==> src/rtl/mips_pkg.sv <==
`default_nettype none
// ============================================================================
//  Module      : mips_pkg
//  Description : Shared definitions for the instruction fetch front end:
//                fetch FSM state encoding, instruction field slice positions,
//                default reset PC and a branch-offset helper.
//  Revision    : 1.0 - initial release
// ============================================================================
package mips_pkg;

    // Fetch sequencing states
    typedef enum logic [1:0] {
        ST_BOOT   = 2'd0,
        ST_FETCH  = 2'd1,
        ST_DECODE = 2'd2,
        ST_HALT   = 2'd3
    } fetch_state_t;

    // Instruction field positions
    localparam int c_OP_HI    = 31;
    localparam int c_OP_LO    = 26;
    localparam int c_FUNCT_HI = 5;
    localparam int c_FUNCT_LO = 0;

    localparam logic [31:0] c_DEFAULT_RESET_PC = 32'h0000_0000;

    // Sign-extended, word-scaled branch displacement
    function automatic logic [31:0] branch_offset(input logic [15:0] imm);
        return {{14{imm[15]}}, imm, 2'b00};
    endfunction

endpackage
`default_nettype wire

==> src/rtl/pc_next_logic.sv <==
`default_nettype none
// ============================================================================
//  Module      : pc_next_logic
//  Description : Combinational redirect target selection for the fetch unit.
//                Priority jr > jump > taken branch. When no redirect is
//                taken, the caller falls through to pc_plus4.
//  Ports       : pc_plus4   in  32  sequential successor of the held PC
//                instr_low  in  26  instr[25:0] of the held instruction
//                branch     in   1  decoder Branch
//                zero       in   1  ALU zero (branch taken = branch & zero)
//                jump       in   1  decoder Jump
//                jr         in   1  decoder Jr
//                jr_target  in  32  rs value for jr
//                taken      out  1  some redirect is active
//                target     out 32  redirect destination
//  Revision    : 1.0 - initial release
// ============================================================================
module pc_next_logic
    import mips_pkg::*;
(
    input  logic [31:0] pc_plus4,
    input  logic [25:0] instr_low,
    input  logic        branch,
    input  logic        zero,
    input  logic        jump,
    input  logic        jr,
    input  logic [31:0] jr_target,
    output logic        taken,
    output logic [31:0] target
);

    logic [31:0] w_jr_tgt;
    logic [31:0] w_jump_tgt;
    logic [31:0] w_branch_tgt;

    // Register targets are always word aligned; low bits are discarded.
    assign w_jr_tgt     = jr_target & ~32'h0000_0003;
    assign w_jump_tgt   = {pc_plus4[31:28], instr_low, 2'b00};
    assign w_branch_tgt = pc_plus4 + branch_offset(instr_low[15:0]);

    always_comb begin
        taken  = 1'b0;
        target = pc_plus4;
        if (jr) begin
            taken  = 1'b1;
            target = w_jr_tgt;
        end else if (jump) begin
            taken  = 1'b1;
            target = w_jump_tgt;
        end else if (branch && zero) begin
            taken  = 1'b1;
            target = w_branch_tgt;
        end
    end

endmodule
`default_nettype wire

==> src/rtl/instr_fetch_unit.sv <==
`default_nettype none
// ============================================================================
//  Module      : instr_fetch_unit
//  Description : Owns the PC, fetches one instruction per pass from
//                instruction memory into the IF/ID register, presents op/funct
//                to the decoder and applies Branch/Jump/Jr redirects.
//                Serialized: fetch -> decode-hold -> advance.
//  Build macro : DELAY_SLOT_EN - one architectural delay slot after a taken
//                redirect; link_addr becomes pc + 8.
//  Parameters  : RESET_PC       PC loaded on reset
//                TIMEOUT_CYCLES max imem wait cycles before fetch_err (1..65535)
//  Ports       : clk, rst_n (async active-low)
//                imem_req/imem_addr/imem_ready/imem_rdata  instruction memory
//                stall                                     hazard hold in DECODE
//                branch/zero/jump/jr/jr_target             redirect controls
//                instr/op/funct/instr_valid                IF/ID contents
//                pc/pc_plus4/link_addr                     address outputs
//                fetch_err                                 sticky imem timeout
//  Revision    : 1.0 - initial release
// ============================================================================
module instr_fetch_unit
    import mips_pkg::*;
#(
    parameter logic [31:0] RESET_PC       = c_DEFAULT_RESET_PC,
    parameter int          TIMEOUT_CYCLES = 255
) (
    input  logic        clk,
    input  logic        rst_n,
    output logic        imem_req,
    output logic [31:0] imem_addr,
    input  logic        imem_ready,
    input  logic [31:0] imem_rdata,
    input  logic        stall,
    input  logic        branch,
    input  logic        zero,
    input  logic        jump,
    input  logic        jr,
    input  logic [31:0] jr_target,
    output logic [31:0] instr,
    output logic [5:0]  op,
    output logic [5:0]  funct,
    output logic        instr_valid,
    output logic [31:0] pc,
    output logic [31:0] pc_plus4,
    output logic [31:0] link_addr,
    output logic        fetch_err
);

    localparam logic [15:0] c_COUNT_LAST = 16'(TIMEOUT_CYCLES - 1);

    fetch_state_t r_state;
    logic [31:0]  r_pc;
    logic [31:0]  r_instr;
    logic         r_instr_valid;
    logic         r_imem_req;
    logic         r_fetch_err;
    logic [15:0]  r_count;

`ifdef DELAY_SLOT_EN
    logic [31:0]  r_pending_pc;
    logic         r_in_slot;
`endif

    logic [31:0]  w_pc_plus4;
    logic         w_taken;
    logic [31:0]  w_target;
    logic [31:0]  w_next_pc;

    assign w_pc_plus4 = r_pc + 32'd4;

    pc_next_logic u_pc_next_logic (
        .pc_plus4  (w_pc_plus4),
        .instr_low (r_instr[25:0]),
        .branch    (branch),
        .zero      (zero),
        .jump      (jump),
        .jr        (jr),
        .jr_target (jr_target),
        .taken     (w_taken),
        .target    (w_target)
    );

    assign w_next_pc = w_taken ? w_target : w_pc_plus4;

    always_ff @(posedge clk or negedge rst_n) begin
        if (!rst_n) begin
            r_state       <= ST_BOOT;
            r_pc          <= RESET_PC;
            r_instr       <= 32'd0;
            r_instr_valid <= 1'b0;
            r_imem_req    <= 1'b0;
            r_fetch_err   <= 1'b0;
            r_count       <= 16'd0;
`ifdef DELAY_SLOT_EN
            r_pending_pc  <= 32'd0;
            r_in_slot     <= 1'b0;
`endif
        end else begin
            case (r_state)
                ST_BOOT: begin
                    r_imem_req <= 1'b1;
                    r_state    <= ST_FETCH;
                end

                // stall has no effect while waiting on memory
                ST_FETCH: begin
                    if (imem_ready) begin
                        r_instr       <= imem_rdata;
                        r_instr_valid <= 1'b1;
                        r_count       <= 16'd0;
                        r_imem_req    <= 1'b0;
                        r_state       <= ST_DECODE;
                    end else if (r_count == c_COUNT_LAST) begin
                        r_fetch_err   <= 1'b1;
                        r_imem_req    <= 1'b0;
                        r_state       <= ST_HALT;
                    end else begin
                        r_count       <= r_count + 16'd1;
                    end
                end

                ST_DECODE: begin
                    if (!stall) begin
`ifdef DELAY_SLOT_EN
                        // A redirect seen inside the delay slot is dropped;
                        // the slot always resumes at the saved target.
                        if (r_in_slot) begin
                            r_pc      <= r_pending_pc;
                            r_in_slot <= 1'b0;
                        end else if (w_taken) begin
                            r_pending_pc <= w_target;
                            r_in_slot    <= 1'b1;
                            r_pc         <= w_pc_plus4;
                        end else begin
                            r_pc <= w_pc_plus4;
                        end
`else
                        r_pc <= w_next_pc;
`endif
                        r_instr_valid <= 1'b0;
                        r_imem_req    <= 1'b1;
                        r_state       <= ST_FETCH;
                    end
                end

                ST_HALT: begin
                    r_instr_valid <= 1'b0;
                    r_imem_req    <= 1'b0;
                end

                default: begin
                    r_instr_valid <= 1'b0;
                    r_imem_req    <= 1'b0;
                    r_state       <= ST_HALT;
                end
            endcase
        end
    end

    assign imem_req    = r_imem_req;
    assign imem_addr   = r_pc;
    assign instr       = r_instr;
    assign op          = r_instr[c_OP_HI:c_OP_LO];
    assign funct       = r_instr[c_FUNCT_HI:c_FUNCT_LO];
    assign instr_valid = r_instr_valid;
    assign pc          = r_pc;
    assign pc_plus4    = w_pc_plus4;
    assign fetch_err   = r_fetch_err;

`ifdef DELAY_SLOT_EN
    // Return past the delay slot
    assign link_addr   = r_pc + 32'd8;
    logic w_unused_next;
    assign w_unused_next = |w_next_pc;
`else
    assign link_addr   = w_pc_plus4;
`endif

endmodule
`default_nettype wire

==> config.mk <==
export PLATFORM = sky130hd
export DESIGN_NAME = instr_fetch_unit
export DESIGN_NICKNAME = d
export VERILOG_FILES = /design/src/rtl/mips_pkg.sv /design/src/rtl/pc_next_logic.sv /design/src/rtl/instr_fetch_unit.sv
export SDC_FILE = /design/constraint.sdc
export NUM_CORES = 1
export LEC_CHECK = 0
export ABC_CLOCK_PERIOD_IN_PS = 7600
export CAP_MARGIN = 10
export CELL_PAD_IN_SITES_DETAIL_PLACEMENT = 1
export CELL_PAD_IN_SITES_GLOBAL_PLACEMENT = 1
export CORE_UTILIZATION = 52
export CTS_BUF_LIST = sky130_fd_sc_hd__clkbuf_4
export DETAILED_ROUTE_END_ITERATION = 16
export DONT_BUFFER_PORTS = 1
export HOLD_SLACK_MARGIN = 0.05
export PLACE_DENSITY_LB_ADDON = 0.1
export REMOVE_ABC_BUFFERS = 1
export SYNTH_ARGS = -nofsm -noshare
export SYNTH_HDL_FRONTEND = slang
export SYNTH_HIERARCHICAL = 1
export SYNTH_SLANG_ARGS = --single-unit
==> constraint.sdc <==
create_clock -name clk -period 7.6 [get_ports clk]
set_clock_uncertainty 0.2 [all_clocks]
set_input_delay 1.52 -clock clk [delete_from_list [all_inputs] [get_ports clk]]
set_output_delay 1.52 -clock clk [all_outputs]
set_load 0.03 [all_outputs]
Yosys cells after proc, flatten, opt, wreduce, memory -nomap -nowiden
Cells that the tools add are included.
- register bits after elaboration: 85
- input bits: 72
- output and inout port bits: 175
- logic and storage cells: 51
- $add $sub $neg: 3
- equality and inequality tests: 8
- mux-type cells: 20
- bitwise operators: 2
- reduce and logical (&&, ||, !) cells: 11
- operators with widths (operator ; number):
    $mux W32 ; 4
    $add A32 B3 Y32 const B ; 1
    $add A32 B32 Y32 ; 1
    $mux W16 ; 2
    $add A16 B1 Y16 const B ; 1
    $eq A16 B8 Y1 const B ; 1
    $reduce_and A3 Y1 ; 3
    $mux W1 ; 8
    $reduce_and A2 Y1 ; 4
    $mux W2 ; 3
    $ne A2 B2 Y1 const B ; 3
    $pmux W2 S3 ; 1
    $reduce_bool A3 Y1 ; 2
    $eq A2 B2 Y1 const B ; 2
    $pmux W1 S4 ; 1
    $ne A3 B3 Y1 const B ; 1
    $pmux W1 S3 ; 1
    $eq A2 B1 Y1 const B ; 1
    $logic_not A2 Y1 ; 1
    $not A1 Y1 ; 2
    $logic_and A1 B1 Y1 ; 1

Longest topological paths before layout
- depth after elaboration: 6
- depth in mapped cells: 18
- mapped depth without buffers: 16

Hierarchy
Netlist, hierarchy kept.
- by module, submodules not included (module ; times used ; cells an instance ; area an instance (sq um) ; sequential area each (sq um)):
    instr_fetch_unit ; 1 ; 541 ; 5151.2 ; 2127.0
    pc_next_logic ; 1 ; 309 ; 2180.8 ; 0.0

Worst setup path after synthesis
OpenSTA, ideal clock, no wires.
- path kind: register to register
- start: register r_pc[4], in the netlist imem_addr[4]
- end: register r_pc[31], in the netlist imem_addr[31]
- library setup time: 0.120 ns
- arrival: 4.096 ns
- required time: 7.280 ns
- setup slack: 3.184 ns
- cell stages (with the launch flop): 17
- buffers on the path: 0
- clock period less this slack: 4.416 ns
- cells stage by stage: dfrtp_1 > nand3_1 > nor3_2 > and4_2 > xor2_1 > ha_1 > o21a_1 > o211ai_1 > a211o_1 > a21oi_2 > nor2_1 > nand4b_1 > a21oi_1 > o21bai_1 > nand3_1 > or3_1 > and3_1
- word-level cells in the longest chain between the ends: 6
- ends and longest elaborated chain (what ; line ; source):
    from (decl) ; instr_fetch_unit.sv:52 ; logic [31:0] r_pc;
    from (signal assigned) ; instr_fetch_unit.sv:138 ; r_pc <= w_next_pc;
    $add A32 B3 Y32 ; instr_fetch_unit.sv:69 ; assign w_pc_plus4 = r_pc + 32'd4;
    net link_addr[13] ; instr_fetch_unit.sv:45 ; output logic [31:0] link_addr,
    $add A32 B32 Y32 ; pc_next_logic.sv:39 ; assign w_branch_tgt = pc_plus4 + branch_offset(instr_low[15:0]);
    $mux W32 ; pc_next_logic.sv:50 ; end else if (branch && zero) begin
    $mux W32 ; pc_next_logic.sv:47 ; end else if (jump) begin
    $mux W32 ; pc_next_logic.sv:44 ; if (jr) begin
    net w_target[31] ; instr_fetch_unit.sv:66 ; logic [31:0] w_target;
    $mux W32 ; instr_fetch_unit.sv:83 ; assign w_next_pc = w_taken ? w_target : w_pc_plus4;
The timed path passes the listed nets, and every way through them passes these cells.
A chain may end at the register's enable or synchronous reset.

Final worst setup path
- start: register r_pc[3], in the netlist imem_addr[3]
- end: register r_pc[31], in the netlist imem_addr[31]
The elaborated chain is that of the path after synthesis.

==> results by group <==
Outcome
  • Status: completed

Placed design
  • HPWL after detailed placement: 15.9 mm
  • Placed Cells: 926
  • RePlAce Congestion: 0.983
  • I/O Buffers: 0

Detailed routing
  • Starting DRT DRC Count: 451
  • Max Used Layer: met4
  • DR WL met2: 11.1 mm
  • Routed WL: 22.8 mm
  • ANT nets after route: 0
  • Via count: 6446
  • Via density: 6.83
  • Wire length on met1: 9.75 mm
  • Drt pass-1 iters: 5
  • Met3 WL: 1.46 mm
  • WL/cell: 24.2 um
  • Drc violations: 0

Critical path
  • CP max stage cell: dfrtp_1
  • Worst r2r src: imem_addr[3]
  • R2R depth: 16
  • Worst path arrival time: 5.78 ns
  • Crit. End Element: flip-flop
  • Worst-path maximum fanout: 9
  • Largest delay share family, worst path: simple AND/OR/NAND/NOR gates
  • Critical path required time: 7.81 ns
  • CP Buf/Inv Count: 0
  • Critical-path cell list: ha_1 > and2_1 > nand3_1 > xnor2_2 > ha_1 > nand4_1 > nor2_1 > a31oi_4 > a21oi_2 > nor2_1 > nand4b_1 > a21oi_1 > o21bai_1 > nand3_1 > or3_1 > and3_1
  • FF-to-FF End: imem_addr[31]
  • Register-to-Register Setup Slack: 2.03 ns
  • Max incr delay on CP: 0.83 ns
  • Crit path kind: flip-flop to flip-flop
  • Setup crit start kind: flip-flop

Final layout
  • Layout cell share with drive strength beyond 1: 14.8%
  • Area delta synth->final: -1.13%
  • Finished Layout Cells: 944
  • Final nets: 863

Synthesis
  • Warning count from the yosys run: 6
  • Flops & latches, synth: 85
  • Sequential fraction of the synthesis area: 29.0%
  • Leading post-synthesis cells by cell area: dfrtp_1 (29%), buf_4 (8.1%), ha_1 (5.5%)
  • Most frequent cell after synthesis: dfrtp_1
  • Yosys top cell area share: 29.0%
  • Async S/R FF share, synth: 100%
  • Synth area leader: dfrtp_1
  • Dominant synthesized flop cell: dfrtp_1
  • Mapped Cells: 850
  • Distinct cells, synth: 78
  • Mapped cell area: 0.00733 mm2
  • Top cells by count, synth: dfrtp_1 (85), buf_4 (79), nand2_1 (69)
  • Syn_area_per_cell: 8.63 um2
  • EDFF count, synth: 0

Timing
  • Minimum clock period after layout: 5.57 ns
  • RSZ-0062 raised after global routing: no
  • Final setup TNS: 0 ns
  • Worst-Margin Slew: 1.13 ns
  • Max Clk Rate: 180 MHz
  • Final period utilization: 73.3%
  • Slew HR: 24.7%
  • Endpoints failing hold: 0
  • Max-slew violations: 0
  • Count of final setup violators: 0

GRT
  • Largest net degree at the start of global routing: 86
  • Global Route Usage Sum: 32.0%
  • Initial antenna violation count: 1
  • Grt total ovfl: 0
  • First-pass GRT wire length: 36.0 mm
  • Vias in the first global route: 6732

Run
  • MaxCap Viol Count: 0

Power and ir drop
  • Power Density: 547 mW/mm2
  • Worst vdd ir: 0.393 mV
  • P_leak: 0.00309 uW

Floorplanning
  • Die area: 0.0146 mm2
  • Initial core utilization: 53.0%
  • Die Wd: 121 um
  • Core area: 0.0138 mm2
  • Die Y: 121 um
  • Num ports: 247
  • Row Count: 43

Clock tree
  • TritonCTS clock tree: done
  • Post-CTS Hold Fix Bufs: 0
  • H-tree Lvls: 3
  • TritonCTS Buffers: 9
  • Clk_lat worst skew: 0.49 ns
  • Maximum clock insertion buffer count: 2
  • Postcts setup bufs: 0
  • Clock transition at the registers of the reported paths: 0.16 ns
  • Post_cts resized: 0
  • Clk sinks: 85
  • Clock root buffer: clkbuf_4

Worst hold path
  • Hold EP: r_count[6]
  • Hold_sp: r_count[6]
  • Hold depth: 1
  • Worst hold path type: flip-flop to flip-flop
## how the worst max path moves through the flow
stage | from | end | cells after the start
2_1_floorplan | imem_addr[4] | imem_addr[29] | 15
3_3_place_gp | imem_addr[5] | imem_addr[31] | 15
3_5_place_dp | imem_addr[3] | imem_addr[31] | 16
4_1_cts | imem_addr[3] | imem_addr[31] | 16
5_1_grt | imem_addr[17] | imem_addr[31] | 13
6_report | imem_addr[3] | imem_addr[31] | 16
## layer usage
metal	up-vias	global-route usage [%]
met2	279	53.8
met1	3236	40.4
met5	-	0
li1	2898	-
met4	0	12.2
met3	33	6.13
## power breakdown
| group | internal, uW | switching [uW] | total [uW] |
|---|---|---|---|
| Sequential | 608 | 878 | 1490 |
| Clock | 104 | 193 | 297 |
| Combinational | 828 | 1350 | 2180 |
| Total | 1540 | 2420 | 3960 |
## placed cells by master, fill, tap and decap left out, types with 13 or more instances in the layout
master and n:
dfrtp_1 85, nand2_1 68, a21oi_1 56, o21ai_0 45, nor2_1 44, nand3_1 37, mux2_2 35, ha_1 32
and3_1 21, inv_1 20, xnor2_2 19, xor2_1 19, o21a_1 18, buf_4 16, a21o_1 14, nand4_1 13
## cell families (layout without fill, tap and decap cells)
kind of cell,after synthesis,after routing,synth area share [%]
compound gates,256,256,24.4
simple gates,246,246,17.5
buf+inv,140,53,11.3
flops,85,85,29.0
xor+xnor,49,49,5.85
mux,41,41,6.19
fa+ha+maj,33,33,5.73
other cells,0,1,0
## area by class of cell
class	instances	area (um2)
fillers	1598	6580
multi-input cells	625	4540
flip-flops and latches	85	2130
well taps	180	225
repair buffers	17	131
clock inverters	7	80.1
inverters	20	75.1
clock buffers	9	67.6
diodes	1	2.50
## registers in the layout (all words and copies together), names as in the netlist
register and flops:
instr_valid 1, fetch_err 1, r_count 16, imem_req 1, instr 32, r_state 2, imem_addr 32
## worst reg2reg max path, cell delays in order, from the launching register on
cell and delay, ns:
dfrtp_1 0.83, ha_1 0.62, and2_1 0.28, nand3_1 0.20, xnor2_2 0.80, ha_1 0.36
nand4_1 0.15, nor2_1 0.24, a31oi_4 0.17, a21oi_2 0.28, nor2_1 0.14, nand4b_1 0.20
a21oi_1 0.30, o21bai_1 0.16, nand3_1 0.09, or3_1 0.34, and3_1 0.16
## metrics by stage
| step | hold slack [ns] | instance area, um2 | util (%) | worst slack (ns) | total power (uW) |
|---|---|---|---|---|---|
| after detailed placement | 0.317 | 7090 | 51.3 | 2.12 | 3640 |
| after floorplan | 0.271 | 6580 | - | 2.48 | 3100 |
| after global placement | 0.285 | 7090 | 51.3 | 2.17 | 3550 |
| after global routing | 0.369 | 7250 | 52.4 | 1.55 | 4220 |
| final | 0.337 | 7250 | 52.4 | 2.03 | 3960 |
| after CTS | 0.338 | 7240 | 52.4 | 2.08 | 3950 |
(Power assumes the default switching activity.)
